===== src/rtl/tlp_xcvr_pkg.sv =====
// Shared types for the tlp_xcvr TX path: source identifiers, scheduler states and hiRun width.
package tlp_xcvr_pkg;

    typedef enum logic [1:0] {SRC_NONE, SRC_CPL, SRC_MTR, SRC_F2C} TxSrc;

    typedef enum logic [1:0] {ST_IDLE, ST_OWN_CPL, ST_OWN_MTR, ST_OWN_F2C} SchedState;

    localparam int HI_RUN_WIDTH = 8;

    function automatic TxSrc state_to_src(input SchedState s);
        TxSrc src;
        case (s)
            ST_OWN_CPL: src = SRC_CPL;
            ST_OWN_MTR: src = SRC_MTR;
            ST_OWN_F2C: src = SRC_F2C;
            default:    src = SRC_NONE;
        endcase
        return src;
    endfunction

endpackage


===== src/rtl/tlp_tx_sched_ctr.sv =====
// Up-counter with synchronous clear; saturates at MAX_VAL when SATURATE is set, otherwise wraps.
module tlp_tx_sched_ctr #(
    parameter int               WIDTH    = 8,
    parameter bit               SATURATE = 1'b0,
    parameter logic [WIDTH-1:0] MAX_VAL  = '1
) (
    input  logic             i_clk,
    input  logic             i_srst,
    input  logic             i_clr,
    input  logic             i_inc,
    output logic [WIDTH-1:0] o_count
);

    logic [WIDTH-1:0] r_count;

    always_ff @(posedge i_clk) begin
        if (i_srst || i_clr) begin
            r_count <= '0;
        end else if (i_inc && !(SATURATE && (r_count == MAX_VAL))) begin
            r_count <= r_count + WIDTH'(1);
        end
    end

    assign o_count = r_count;

endmodule


===== src/rtl/tlp_tx_sched.sv =====
// Whole-TLP arbiter for the upstream TX stream: CPL > MTR > F2C with an F2C anti-starvation run limit.
// Optional per-source TLP counters are built when TLP_TX_SCHED_STATS_EN is defined.
module tlp_tx_sched
    import tlp_xcvr_pkg::*;
#(
    parameter int DATA_WIDTH = 64,
    parameter int HI_RUN_MAX = 8,
    parameter int STAT_WIDTH = 32
) (
    input  logic                  clk_in,
    input  logic                  reset_in,
    input  logic [DATA_WIDTH-1:0] cplData_in,
    input  logic                  cplValid_in,
    input  logic                  cplSop_in,
    input  logic                  cplEop_in,
    output logic                  cplReady_out,
    input  logic [DATA_WIDTH-1:0] mtrData_in,
    input  logic                  mtrValid_in,
    input  logic                  mtrSop_in,
    input  logic                  mtrEop_in,
    output logic                  mtrReady_out,
    input  logic [DATA_WIDTH-1:0] f2cData_in,
    input  logic                  f2cValid_in,
    input  logic                  f2cSop_in,
    input  logic                  f2cEop_in,
    output logic                  f2cReady_out,
    output logic [DATA_WIDTH-1:0] txData_out,
    output logic                  txValid_out,
    output logic                  txSop_out,
    output logic                  txEop_out,
    input  logic                  txReady_in,
    output TxSrc                  grant_out,
    output logic                  err_out
`ifdef TLP_TX_SCHED_STATS_EN
    ,
    output logic [STAT_WIDTH-1:0] cplCount_out,
    output logic [STAT_WIDTH-1:0] mtrCount_out,
    output logic [STAT_WIDTH-1:0] f2cCount_out
`endif
);

    localparam logic [HI_RUN_WIDTH-1:0] HI_RUN_LIMIT = HI_RUN_WIDTH'(HI_RUN_MAX);

    generate
        if (HI_RUN_MAX < 1 || HI_RUN_MAX > 255 || STAT_WIDTH < 1) begin : g_param_err
            $error("tlp_tx_sched: parameter out of range");
        end
    endgenerate

    SchedState               r_state;
    SchedState               w_state_next;
    logic                    w_req_cpl, w_req_mtr, w_req_f2c;
    logic [DATA_WIDTH-1:0]   w_own_data;
    logic                    w_own_valid, w_own_sop, w_own_eop;
    logic                    w_hs, w_eop_hs;
    logic                    w_hi_run_inc, w_hi_run_clr;
    logic [HI_RUN_WIDTH-1:0] w_hi_run;
    logic                    r_first;
    logic                    r_err;

    assign w_req_cpl = cplValid_in && cplSop_in;
    assign w_req_mtr = mtrValid_in && mtrSop_in;
    assign w_req_f2c = f2cValid_in && f2cSop_in;

    // Owner mux: data path and ready are purely combinational from the registered owner.
    always_comb begin : p_mux
        w_own_data   = '0;
        w_own_valid  = 1'b0;
        w_own_sop    = 1'b0;
        w_own_eop    = 1'b0;
        cplReady_out = 1'b0;
        mtrReady_out = 1'b0;
        f2cReady_out = 1'b0;
        case (r_state)
            ST_OWN_CPL: begin
                w_own_data   = cplData_in;
                w_own_valid  = cplValid_in;
                w_own_sop    = cplSop_in;
                w_own_eop    = cplEop_in;
                cplReady_out = txReady_in;
            end
            ST_OWN_MTR: begin
                w_own_data   = mtrData_in;
                w_own_valid  = mtrValid_in;
                w_own_sop    = mtrSop_in;
                w_own_eop    = mtrEop_in;
                mtrReady_out = txReady_in;
            end
            ST_OWN_F2C: begin
                w_own_data   = f2cData_in;
                w_own_valid  = f2cValid_in;
                w_own_sop    = f2cSop_in;
                w_own_eop    = f2cEop_in;
                f2cReady_out = txReady_in;
            end
            default: ;
        endcase
    end

    assign w_hs     = w_own_valid && txReady_in;
    assign w_eop_hs = w_hs && w_own_eop;

    assign txData_out  = w_own_data;
    assign txValid_out = w_own_valid;
    assign txSop_out   = w_own_sop;
    assign txEop_out   = w_own_eop;
    assign grant_out   = state_to_src(r_state);
    assign err_out     = r_err;

    always_comb begin : p_next
        w_state_next = r_state;
        w_hi_run_inc = 1'b0;
        w_hi_run_clr = 1'b0;
        if (r_state == ST_IDLE) begin
            if ((w_hi_run == HI_RUN_LIMIT) && w_req_f2c) begin
                w_state_next = ST_OWN_F2C;
            end else if (w_req_cpl) begin
                w_state_next = ST_OWN_CPL;
            end else if (w_req_mtr) begin
                w_state_next = ST_OWN_MTR;
            end else if (w_req_f2c) begin
                w_state_next = ST_OWN_F2C;
            end
            w_hi_run_clr = !w_req_f2c || (w_state_next == ST_OWN_F2C);
            w_hi_run_inc = w_req_f2c &&
                           ((w_state_next == ST_OWN_CPL) || (w_state_next == ST_OWN_MTR));
        end else if (w_eop_hs) begin
            w_state_next = ST_IDLE;
        end
    end

    // r_first marks that the next owner handshake must carry Sop; any disagreement is a protocol error.
    always_ff @(posedge clk_in) begin
        if (reset_in) begin
            r_state <= ST_IDLE;
            r_first <= 1'b1;
            r_err   <= 1'b0;
        end else begin
            r_state <= w_state_next;
            if (r_state == ST_IDLE) begin
                r_first <= 1'b1;
            end else if (w_hs) begin
                r_first <= 1'b0;
            end
            if (w_hs && (r_first != w_own_sop)) begin
                r_err <= 1'b1;
            end
        end
    end

    tlp_tx_sched_ctr #(
        .WIDTH    (HI_RUN_WIDTH),
        .SATURATE (1'b1),
        .MAX_VAL  (HI_RUN_LIMIT)
    ) u_hi_run (
        .i_clk   (clk_in),
        .i_srst  (reset_in),
        .i_clr   (w_hi_run_clr),
        .i_inc   (w_hi_run_inc),
        .o_count (w_hi_run)
    );

`ifdef TLP_TX_SCHED_STATS_EN
    logic [2:0]            w_stat_inc;
    logic [STAT_WIDTH-1:0] w_stat_count [3];

    assign w_stat_inc[0] = w_eop_hs && (r_state == ST_OWN_CPL);
    assign w_stat_inc[1] = w_eop_hs && (r_state == ST_OWN_MTR);
    assign w_stat_inc[2] = w_eop_hs && (r_state == ST_OWN_F2C);

    for (genvar gi = 0; gi < 3; gi++) begin : g_stat
        tlp_tx_sched_ctr #(
            .WIDTH    (STAT_WIDTH),
            .SATURATE (1'b0)
        ) u_stat (
            .i_clk   (clk_in),
            .i_srst  (reset_in),
            .i_clr   (1'b0),
            .i_inc   (w_stat_inc[gi]),
            .o_count (w_stat_count[gi])
        );
    end

    assign cplCount_out = w_stat_count[0];
    assign mtrCount_out = w_stat_count[1];
    assign f2cCount_out = w_stat_count[2];
`endif

endmodule


===== config.mk =====
export PLATFORM = sky130hd
export DESIGN_NAME = tlp_tx_sched
export DESIGN_NICKNAME = d
export VERILOG_FILES = /design/src/rtl/tlp_xcvr_pkg.sv /design/src/rtl/tlp_tx_sched_ctr.sv /design/src/rtl/tlp_tx_sched.sv
export SDC_FILE = /design/constraint.sdc
export NUM_CORES = 1
export LEC_CHECK = 0
export ABC_AREA = 1
export CORE_AREA = 2 2 109 111
export CTS_CLUSTER_SIZE = 12
export DETAILED_ROUTE_END_ITERATION = 8
export DIE_AREA = 0 0 111 113
export PLACE_DENSITY = 0.75
export RECOVER_POWER = 100
export SLEW_MARGIN = 10
export SYNTH_ARGS = -nofsm -noshare
export SYNTH_HDL_FRONTEND = slang
export SYNTH_SLANG_ARGS = --single-unit
export TNS_END_PERCENT = 1

===== constraint.sdc =====
create_clock -name clk_in -period 2.5 [get_ports clk_in]
set_input_delay 0.625 -clock clk_in [delete_from_list [all_inputs] [get_ports clk_in]]
set_output_delay 0.625 -clock clk_in [all_outputs]
set_load 0.03 [all_outputs]

==> results.cfg, run 1 <==
[clock_network]
clk_latency_ns = 0.25
cts_buffer_depth = 2
cts_root_buf = clkbuf_16
cts_made_buffers = 3
clk_pin_slew_worst_paths_ns = 0.04
cts_num_sinks = 12
post_cts_buffers = 0
cts_htree_levels = 1
cts_tree = yes

[critical_path]
cp.depth = 6
crit_path_start_kind = flip-flop
crit_buf_inv = 3
endpoint = txData_out[40]
cp_top_family = buffers and inverters
worst_path_max_delay_cell = dfxtp_1
arrival_ns = 1.75
criticalPathCategory = flip-flop to output port
rr_worst_depth = 12
worstPathRequired_ns = 1.88
slowest_delay_ns = 0.54
reg2reg_slack_ns = 0.38
cp_max_fo = 35
r2r_end = u_hi_run.o_count[5]
reg2reg_from = u_hi_run.o_count[0]
crit_path_start = r_state[0]
end_kind = output port
worstPathCellList = inv_6 -> nor2_4 -> buf_6 -> nand2_1 -> nand3_1 -> clkbuf_2

[layout]
syn2layout_area_growth_pct = 126
drive_above_1_share = 0.143
nFillCells = 1214
nets = 886
final_util = 0.429
n_antenna_cell = 0
stdcell_count = 821

[global_route]
grt_first_pass_wirelength_mm = 18.4
grt_max_degree = 37
grt_pass1_vias = 3285
grt_overflow = 0
grt_antenna_before_repair = 0
grtUsageTotal = 0.183

[floorplanning]
die_x_um = 111
core_um2 = 11300
io_pins = 277
rows = 39
start_util = 0.190
dieHeight_um = 113
die_area_um2 = 12500

[timing]
worstMarginPinSlew_ns = 0.625
rsz0062_at_grt = no
slew_headroom = 0.583
final_max_slew_viol_count = 0
final.min_clock_period_ns = 2.37
fin_skew_ns = 0.00206
fmax_mhz = 421
timing.final.crit_share = 0.950
hold_slack_ns = 0.461
hold_viol = 0
setup_viol = 0

[yosys]
yosysWarnings = 0
synthCells = 412
synthAdderAreaFrac = 0.0175
synth_mux_area_frac = 0
yosys.area_share.simple = 0.678
syn_area_um2 = 2140
yosysSeqAreaShare = 0.112
synth_fp_nets = 619
synth_compound_area_frac = 0.0356
synth-seq-cells = 12
synth_top_family_by_area = simple AND/OR/NAND/NOR gates
synth.distinct_cells = 27
synthXorXnorAreaFrac = 0.0123
syn_area_per_cell_um2 = 5.20

[power_and_ir_drop]
power.density_nw_per_um2 = 447
ir_drop_uv = 355
p_total_w = 0.00216
p_leak_nw = 2.16

[routing]
post_drt_wl_per_cell_um = 14.9
routed-via-count = 3543
drt-vias-per-instance = 4.32
drt_iter0_markers = 331
drc = 0
drt-total-wl_mm = 12.3
dr.pass1.iters = 4
antenna_left = 0

[placement]
io_buffers = 276
dp.cells = 817
finalWeightedCongestion = 0.856
dp_hpwl_mm = 10.1

[hold_path]
min_path_type = flip-flop to flip-flop

[run_status]
outcome = finished clean

[flow_run]
maxCapViolCount = 0
## synth_stat cells
| cell | instances | area (µm²) |
|---|---|---|
| a21boi_0 | 1 | 7.51 |
| a21oi_1 | 11 | 55.1 |
| a21oi_2 | 1 | 8.76 |
| buf_4 | 7 | 52.6 |
| buf_6 | 14 | 158 |
| clkbuf_1 | 1 | 3.75 |
| clkinv_1 | 1 | 3.75 |
| dfxtp_1 | 12 | 240 |
| dlygate4sd1_1 | 1 | 8.76 |
| ha_1 | 3 | 37.5 |
| inv_1 | 15 | 56.3 |
| inv_2 | 1 | 3.75 |
| inv_4 | 1 | 6.26 |
| inv_6 | 2 | 17.5 |
| nand2_1 | 235 | 882 |
| nand2_2 | 1 | 6.26 |
| nand2_4 | 2 | 22.5 |
| nand3_1 | 76 | 380 |
| nand3_2 | 7 | 70.1 |
| nand4_1 | 4 | 25.0 |
| nor2_1 | 7 | 26.3 |
| nor2_2 | 2 | 12.5 |
| nor2_4 | 2 | 22.5 |
| nor3_1 | 1 | 5.00 |
| o21ai_0 | 1 | 5.00 |
| xnor2_1 | 1 | 8.76 |
| xor2_1 | 2 | 17.5 |
## power breakdown
group	switching, W	internal (W)
Sequential	0.0000178	0.000201
Combinational	0.000937	0.000672
Clock	0.0000903	0.000242
Total	0.00105	0.00112
## routing by layer
metal  vias up  part of all wire  track usage
met4         0             0.010       0.0308
li1       1838                 -            -
met3        11             0.081       0.0428
met1      1554              0.42        0.239
met2       140              0.48        0.314
met5         -                 0            0
## worst reg2reg max path, stage by stage, from the launching register on
cell and delay [ns]:
dfxtp_1 0.42, inv_1 0.11, ha_1 0.21, nand3_1 0.11, nor2_2 0.07, nand2_1 0.08, nand2_1 0.07, ha_1 0.30
nand3_2 0.10, nor2_4 0.23, inv_2 0.12, nand2_1 0.09, a21oi_1 0.06
## logic make-up (layout without fill, tap and decap cells)
family                     Yosys count  count (layout)
xor gates and xnor gates             3               3
adders and majority gates            3               3
and+or+nand+nor                    337             337
DFF                                 12              12
AOI/OAI and AO/OA                   14              14
buffers and inverters               43             309
## cell type report
type | count | area (µm²) | area share
repair buffers | 285 | 2650 | 0.548
multi-input cells | 357 | 1590 | 0.328
flip-flops and latches | 12 | 241 | 0.0499
well taps | 143 | 179 | 0.0370
clock buffers | 4 | 88.8 | 0.0184
inverters | 20 | 87.6 | 0.0181
## timing repair
action                                  CTS  global route
hold endpoints to repair                  0             0
endpoints found under the setup margin    0             1
gates resized for setup                   0             1
hold buffers                              0             0
## per-stage QoR
step | setup slack, ns | instance area [µm²] | setup TNS (ns)
6_report | 0.126 | 4840 | 0
5_1_grt | 0.0124 | 4840 | 0
4_1_cts | 0.0637 | 5110 | 0
3_5_place_dp | -0.0396 | 5020 | -0.254
3_3_place_gp | 0.0478 | 5020 | 0
2_1_floorplan | 0.556 | 2140 | 0
## state kept, by name, indices dropped and copies added (netlist names)
register,flops
u_hi_run.o_count,8
r_first,1
r_state,2
err_out,1
## worst min path at each step
stage                             start                   to  slack [ns]  cells past startpoint
global route                    err_out              err_out        0.50                      2
detailed placement              err_out              err_out        0.46                      2
finish                          err_out              err_out        0.46                      2
floorplan           u_hi_run.o_count[1]  u_hi_run.o_count[1]        0.47                      2
global placement                err_out              err_out        0.45                      2
CTS                             err_out              err_out        0.47                      2
## cell usage in the layout (no fill, tap or decap)
cell type        instances
ha_1                     3
inv_2                    1
a21oi_2                  1
clkbuf_1                 4
inv_6                    2
nor2_2                   1
clkinv_1                 1
clkbuf_2                34
buf_12                  10
dfxtp_2                  1
nor3_1                   1
nand2_4                  2
xnor2_1                  1
xor2_1                   2
clkbuf_8                 1
a21oi_1                 11
nor2_1                   7
nor2_4                   3
o21ai_0                  1
clkdlybuf4s50_1        203
nand4_1                  4
nand2_2                  1
nand3_1                 78
buf_6                    1
buf_2                   12
nand3_2                  5
inv_1                   15
clkbuf_16                3
clkbuf_4                 2
dfxtp_1                 11
a21boi_0                 1
inv_4                    1
buf_4                   16
dlygate4sd3_1            3
nand2_1                235
No activity file was read; power rests on OpenSTA's default activity.
==> inputs of run 2 (changes only) <==
Settings changed: TNS_END_PERCENT 1 to 10.
==> results of run 2 <==
Final layout, timing and power as in run 1 (identical DEF).
==> inputs of run 3 (changes only) <==
==> constraint.sdc (replaced) <==
create_clock -name clk_in -period 2.5 [get_ports clk_in]
set_input_delay 0.375 -clock clk_in [delete_from_list [all_inputs] [get_ports clk_in]]
set_output_delay 0.375 -clock clk_in [all_outputs]
set_load 0.03 [all_outputs]
==> results.cfg, run 3 (synthesis gave the netlist of run 1 again) <==
[floorplanning]
die_x_um = 111
rows = 39
io_pins = 277
dieHeight_um = 113
start_util = 0.190
die_area_um2 = 12500
core_um2 = 11300

[critical_path]
arrival_ns = 2.00
worst_path_max_delay_cell = dfxtp_1
rr_worst_depth = 10
slowest_delay_ns = 0.69
crit_path_start_kind = flip-flop
cp_common_cell = nand3_1
cp_max_fo = 10
r2r_end = u_hi_run.o_count[0]
reg2reg_from = r_state[0]
reg2reg_slack_ns = 0.30
criticalPathCategory = flip-flop to output port
worstPathCellList = nand3_1 -> nand3_1 -> clkdlybuf4s50_1
worstPathRequired_ns = 2.12
crit_buf_inv = 1
cp_top_family = flip-flops
end_kind = output port

[power_and_ir_drop]
clockPowerShare = 0.138
intPower_w = 0.00106
p_total_w = 0.00209
p_leak_nw = 2.18
ir_drop_uv = 397
power.share.switching = 0.492
seqPwrFrac = 0.108
power_frac_comb = 0.754
power.density_nw_per_um2 = 434
switchingPower_w = 0.00103

[timing]
fin_skew_ns = 0.000478
rsz0062_at_grt = no
final_max_slew_viol_count = 0
timing.final.crit_share = 0.948
final.min_clock_period_ns = 2.37
fin_tns_setup_ns = 0
fmax_mhz = 422
setup_viol = 0
worstMarginPinSlew_ns = 0.591
hold_viol = 0
slew_headroom = 0.605
hold_slack_ns = 0.458

[layout]
stdcell_count = 822
largest_register_ffs = 8
nFillCells = 1158
final_common_cell = nand2_1
drive_above_1_share = 0.133
nets = 888
syn2layout_area_growth_pct = 125
finalInstanceArea_um2 = 4810
mostFrequentLayoutCells = 235 x nand2_1, 206 x clkdlybuf4s50_1, 79 x nand3_1, 46 x clkbuf_2, 16 x inv_1
n_antenna_cell = 0

[routing]
antenna_left = 0
drt_iter0_markers = 245
dr.pass1.iters = 4
drc = 0
met3_wirelength_mm = 1.00
drt-total-wl_mm = 12.3
met2_length_mm = 5.84
top_layer = met4
post_drt_wl_per_cell_um = 15.0
wl_met1_mm = 5.32
routed-via-count = 3524
drt-vias-per-instance = 4.29

[clock_network]
cts_tree = yes
clk_latency_ns = 0.24
post_cts_buffers = 0
cts_made_buffers = 3
cts_htree_levels = 1
ctsHoldBuffers = 0
cts_buffer_depth = 2
clk_pin_slew_worst_paths_ns = 0.04
cts_root_buf = clkbuf_16
cts-resized-gates = 0
cts_num_sinks = 12

[global_route]
grt_max_degree = 39
grtUsageTotal = 0.184
grt_first_pass_wirelength_mm = 18.4
grt_antenna_before_repair = 0
grt_overflow = 0
grt_pass1_vias = 3297

[placement]
finalWeightedCongestion = 0.855
dp_hpwl_mm = 10.2
io_buffers = 276
placed_cell_area_um2 = 5010
dp.cells = 819

[hold_path]
worstHoldEndpoint = err_out
min_path_type = flip-flop to flip-flop
hold_depth = 2
hp-start = err_out

[run_status]
outcome = finished clean

[flow_run]
maxCapViolCount = 0
==> run 3: cell count changes in the layout (fill, tap and decap cells not counted), moves of 2 or more <==
| cell | delta |
|---|---|
| clkbuf_2 | +12 |
| buf_2 | -10 |
| buf_12 | -3 |
| clkdlybuf4s50_1 | +3 |
| buf_4 | -2 |
| clkbuf_1 | -2 |
| dlygate4sd3_1 | +2 |
| dlymetal6s2s_1 | +2 |
==> run 3: tightest hold or removal path, stage by stage (launching register included) <==
cell and delay, ns:
dfxtp_1 0.30, inv_1 0.06, a21oi_2 0.05
==> run 3: how the worst max path moves through the flow <==
| stage | slack, ns | startpoint | end | cells past startpoint |
|---|---|---|---|---|
| global placement | 0.30 | f2cSop_in | u_hi_run.o_count[7] | 11 |
| global route | 0.005 | r_state[0] | txData_out[0] | 6 |
| detailed placement | 0.24 | f2cSop_in | u_hi_run.o_count[0] | 11 |
| CTS | 0.13 | r_state[0] | txSop_out | 3 |
| finish | 0.13 | r_state[0] | txSop_out | 3 |
| floorplan | 0.71 | u_hi_run.o_count[0] | u_hi_run.o_count[7] | 12 |
==> run 3: power by group through the flow <==
stage | logic, W | registers, W | clock network, W
2_1_floorplan | 0.000889 | 0.000215 | 0
3_3_place_gp | 0.00178 | 0.000229 | 0
3_5_place_dp | 0.00178 | 0.000229 | 0
4_1_cts | 0.00179 | 0.000226 | 0.000293
5_1_grt | 0.00168 | 0.000228 | 0.000303
6_report | 0.00157 | 0.000226 | 0.000288
==> run 3: layout make-up <==
class	instances	area (µm²)	area share
repair buffers	287	2650	0.551
well taps	143	179	0.0372
multi-input cells	357	1580	0.328
inverters	20	87.6	0.0182
clock buffers	3	75.1	0.0156
flip-flops and latches	12	240	0.0499
==> run 3: metrics by stage <==
| stage | util | worst slack, ns |
|---|---|---|
| global route | 0.427 | 0.00466 |
| detailed placement | 0.445 | 0.240 |
| finish | 0.427 | 0.130 |
| global placement | 0.445 | 0.304 |
| CTS | 0.451 | 0.131 |
| floorplan | - | 0.711 |
==> run 3: layer usage <==
layer  global-route usage  up-vias
met5                    0        -
met3               0.0461       11
li1                     -     1840
met4               0.0308        0
met2                0.310      147
met1                0.242     1526
==> variant 1: new RTL, settings of run 2 <==
The parameter `DATA_WIDTH` goes from 64 to 68.
--- a/src/rtl/tlp_tx_sched.sv
+++ b/src/rtl/tlp_tx_sched.sv
@@ -5,3 +5,3 @@
 #(
-    parameter int DATA_WIDTH = 64,
+    parameter int DATA_WIDTH = 68,
     parameter int HI_RUN_MAX = 8,
Ports: changed (resized cplData_in, f2cData_in, mtrData_in and txData_out); port bits go from 277 to 293. No check against the original RTL was run, so the function may have changed too.
==> variant 1 against run 2 <==
Final area up 2.9%. Highest routed layer unchanged. Synthesized area fell by 1.2%. Clock power down 2%. Critical path type unchanged. Setup slack got worse by 1.9 ps. Non-clock buffer count grew 19. Wire length increased by 1.2%. Register-to-register slack improved by 80 ps. Sequential cell count is the same. Largest power group unchanged. Power hardly changed.
==> variant 1: results (changes against run 2) <==
RD Place Congestion=0.867 (+1.3%); first-pass GRT wire length=18.8 mm (+1.8%); Most used DFF post-synth=dfxtp_1; Iter 0 DRT Violations=303 (-8.5%); Psw=1.06 mW (+1.5%); Routed WL=12.4 mm (+1.2%); Total GRT Usage=0.185 (+0.00124); largest cells by area after synthesis=nand2_1 (44%), nand3_1 (19%), dfxtp_1 (11%); post-synthesis sequential area ratio=0.113 (+0.00132); vias per cell=4.33 (+0.38%); VDD IR max=0.244 mV (-31%); worst min-delay path category=reg -> reg; Clock Power=326 uW (-2%); number of fill cells=1183 (-2.6%); Compound-Gate Fraction of Synth Area=0.0360 (+0.000421); Mapped Nets=649 (+4.8%); clock skew=4.00 ps (+1.94 ps); top cells by count, synth=nand2_1 (250), nand3_1 (82), inv_1 (15); largest net degree at the start of global routing=38 (+2.7%); fin nets=933 (+5.3%); Pre-Repair DR Iteration Count=5 (+1); Distinct cells, synth=23 (-15%); Worst slew margin=0.717 (+0.133); Slowest-stage cell, CP=dfxtp_1; number of I/O port buffers=292 (+5.8%); Synth Area in XOR/XNOR=0.0124 (+0.000145); share of layout cells above drive strength 1=0.109 (-0.0337); status=complete, no violations; Worst path max stage delay=410 ps (-130 ps); adder-cell share of the synthesized area=0.0177 (+0.000207); dpl hpwl=10.2 mm (+0.43%); vias in the first global route=3443 (+4.8%); critical path fanouts, max=37 (+5.7%); TritonCTS Buffers=3 (unchanged); combinational power=1.63 mW; leak pwr=2.24 nW (+3.7%)
[variant 1: per-stage QoR]
| step | instance area (sq um) | instances | power [mW] | setup WS, ps | utilization |
|---|---|---|---|---|---|
| after floorplan | 2120 | 430 | 1.11 | 556 | - |
| after global placement | 5170 | 852 | 2.03 | 119 | 0.458 |
| after detailed placement | 5170 | 852 | 2.03 | 42.9 | 0.458 |
| after CTS | 5260 | 856 | 2.37 | 153 | 0.466 |
| after global routing | 4980 | 856 | 2.27 | 62.3 | 0.442 |
| final | 4980 | 856 | 2.16 | 124 | 0.442 |
[variant 1: worst paths after layout]
kind | startpoint | end | slack, ps | depth (start not counted)
worst min-delay path | err_out | err_out | 460 | 2
worst max register to register | u_hi_run.o_count[0] | u_hi_run.o_count[1] | 460 | 12
worst max-delay path | r_state[0] | txData_out[14] | 120 | 7
worst min register to register | err_out | err_out | 460 | 2
[variant 1: layout make-up]
class | count | share of cell area
Timing Repair Buffer | 304 | 0.555
Multi-Input combinational cell | 373 | 0.327
Sequential cell | 12 | 0.0482
Tap cell | 143 | 0.0359
Clock buffer | 4 | 0.0178
Inverter | 20 | 0.0166
[variant 1: kinds of logic after synthesis]
group           after synthesis
simple gates                353
buf+inv                      45
compound gates               14
flops                        12
xor+xnor                      3
fa+ha+maj                     3
[variant 1: per-layer routing]
metal  share of wire  GRT usage  vias to the layer above  wire length, microns
met5               0          0                        -                     0
met4           0.012     0.0242                        0                   151
met3           0.058     0.0273                       12                   716
met2            0.48      0.331                      157                  6010
met1            0.45      0.241                     1610                  5530
li1                -          -                     1929                     -
[variant 1: timing repair]
item	4_1_cts	5_1_grt
setup endpoints to repair	0	1
buffers inserted	0	0
resized for setup	0	2
==> variant 2: new RTL, flow settings as in run 2 <==
Without the edit above. Put a register stage on the output `txData_out`, without a reset. The value now appears one clock later. The other outputs are not delayed to match.
--- a/src/rtl/tlp_tx_sched.sv
+++ b/src/rtl/tlp_tx_sched.sv
@@ -102,3 +102,5 @@
 
-    assign txData_out  = w_own_data;
+    always_ff @(posedge clk_in) begin
+        txData_out <= w_own_data;
+    end
     assign txValid_out = w_own_valid;
Formal check against the unedited RTL: not equivalent (Yosys sat finds a counterexample within 4 cycles, from zero or initial values and one cycle with reset_in high).
==> variant 2 against run 2 <==
Sequential cell count increased by 64. Setup slack improved by 37 ps. Final area increased by 33%. Hold slack got worse by 5.9 ps. Non-clock buffer count decreased by 2. Synthesized area increased by 52%. Power increased by 110%. Wire length increased by 5.9%. Cell count increased by 9.0%. Highest routed layer unchanged.
==> variant 2: results (changes against run 2) <==
status=complete, no violations; largest cells by area after synthesis=dfxtp_1 (47%), nand2_1 (27%), nand3_1 (12%); post-CTS setup buffer count=0 (unchanged); number of fill cells=992 (-18%); VDD IR max=0.393 mV (+11%); vias in the first global route=3999 (+22%); TritonCTS Buffers=9 (+6); cell count after synthesis=477 (+16%); leak pwr=2.83 nW (+31%); Most used DFF post-synth=dfxtp_1; Place WS=45.1 ps (+84.7 ps); HP Start=err_out; CTS clk-pin slew, worst paths=50 ps; WL met2=6.70 mm (+13%); Total GRT Usage=0.205 (+0.0217); R2R cell count=10 (-2); Routed met1 length=4.86 mm (-6.6%); Post-Layout Cell Count=895 (+9.0%); Routed WL=13.0 mm (+5.9%); # diodes=0 (unchanged); largest net degree at the start of global routing=65 (+76%); clock skew=6.62 ps (+4.57 ps); worst r2r src=r_state[0]; met3 wire len=1.09 mm (+9.3%); Reg with most FFs=txData_out; Worst EP arrival=1710 ps (-40 ps); worst reg2reg path endpoint=u_hi_run.o_count[6]; worst min-delay path category=reg -> reg; Worst R2R Setup Slack=380 ps (about the same); hold slack=456 ps (-5.89 ps); top sig layer=met4; Iter 0 DRT Violations=192 (-42%); post-synthesis sequential area ratio=0.466 (+0.354); Pre-Repair DR Iteration Count=4 (unchanged); top cells by count, synth=nand2_1 (238), nand3_1 (81), dfxtp_1 (76); Placed Area=0.00615 sq mm (+22%); Synth async-reset ratio=0 (unchanged); Worst slew margin=0.513 (-0.0700); share of layout cells above drive strength 1=0.0399 (-0.103); Worst path max stage delay=810 ps (+270 ps); Psw=1.47 mW (+41%); Slowest-stage cell, CP=dlygate4sd3_1; clk root buf=clkbuf_16; worst skew pair latency=330 ps (+80 ps); # H-tree levels=3 (+2); RD Place Congestion=0.906 (+5.9%); Distinct cells, synth=23 (-15%); via total after detailed routing=4083 (+15%); Mapped Nets=684 (+11%); Hold Crit Depth=2 (unchanged); critical path fanouts, max=10 (-71%); dpl hpwl=10.3 mm (+1.5%); max FFs per register=64 (+56); first-pass GRT wire length=20.1 mm (+9.2%); yosys warns=0 (unchanged); placed cells=880 (+7.7%); Post-CTS Resized=0 (unchanged); fin nets=955 (+7.8%)
-- variant 2: metal layers --
layer  up-vias  GRT usage
met4         0     0.0800
met3        25     0.0632
met1      1793      0.223
met2       213      0.373
met5         -          0
li1       2052          -
-- variant 2: cells by family (layout without fill, tap and decap cells) --
family	Yosys count	in the layout	share of synthesized area
buffers and inverters	43	318	0.0617
XOR/XNOR	3	3	0.00804
AO/OA/AOI/OAI	15	15	0.0241
flip-flops	76	76	0.466
AND/OR/NAND/NOR	337	337	0.429
adder cells (fa/ha/maj)	3	3	0.0115
-- variant 2: power by group through the flow --
stage / clock network, mW / logic (mW) / registers (mW)
2_1_floorplan: 0 / 0.416 / 1.92
3_3_place_gp: 0 / 1.70 / 1.51
3_5_place_dp: 0 / 1.71 / 1.52
4_1_cts: 1.45 / 1.72 / 1.50
5_1_grt: 1.51 / 1.71 / 1.51
6_report: 1.42 / 1.62 / 1.48
-- variant 2: how the worst max path moves through the flow --
stage / startpoint / endpoint / slack [ps]
3_5_place_dp: f2cSop_in / u_hi_run.o_count[6] / 50
6_report: r_state[0] / grant_out[0] / 160
2_1_floorplan: txReady_in / cplReady_out / 560
4_1_cts: r_state[0] / grant_out[0] / 170
5_1_grt: r_state[0] / grant_out[0] / 90
3_3_place_gp: f2cSop_in / u_hi_run.o_count[5] / 110
-- variant 2: cell type report --
class	instances	area (sq um)	area share
timing repair buffer	283	2800	0.435
multi-input combinational	358	1540	0.239
sequential	76	1520	0.236
clock buffer	11	253	0.0392
tap	143	179	0.0278
inverter	20	75.1	0.0117
clock inverter	4	72.6	0.0113
-- variant 2: worst register-to-register path, cell delays in order (launching register included) --
cell,delay (ps)
dfxtp_1,430
inv_1,250
nand2_1,90
a21boi_0,160
nand2_1,90
ha_1,290
nand3_1,80
nor2_1,250
clkbuf_1,190
nand2_1,70
a21oi_1,150
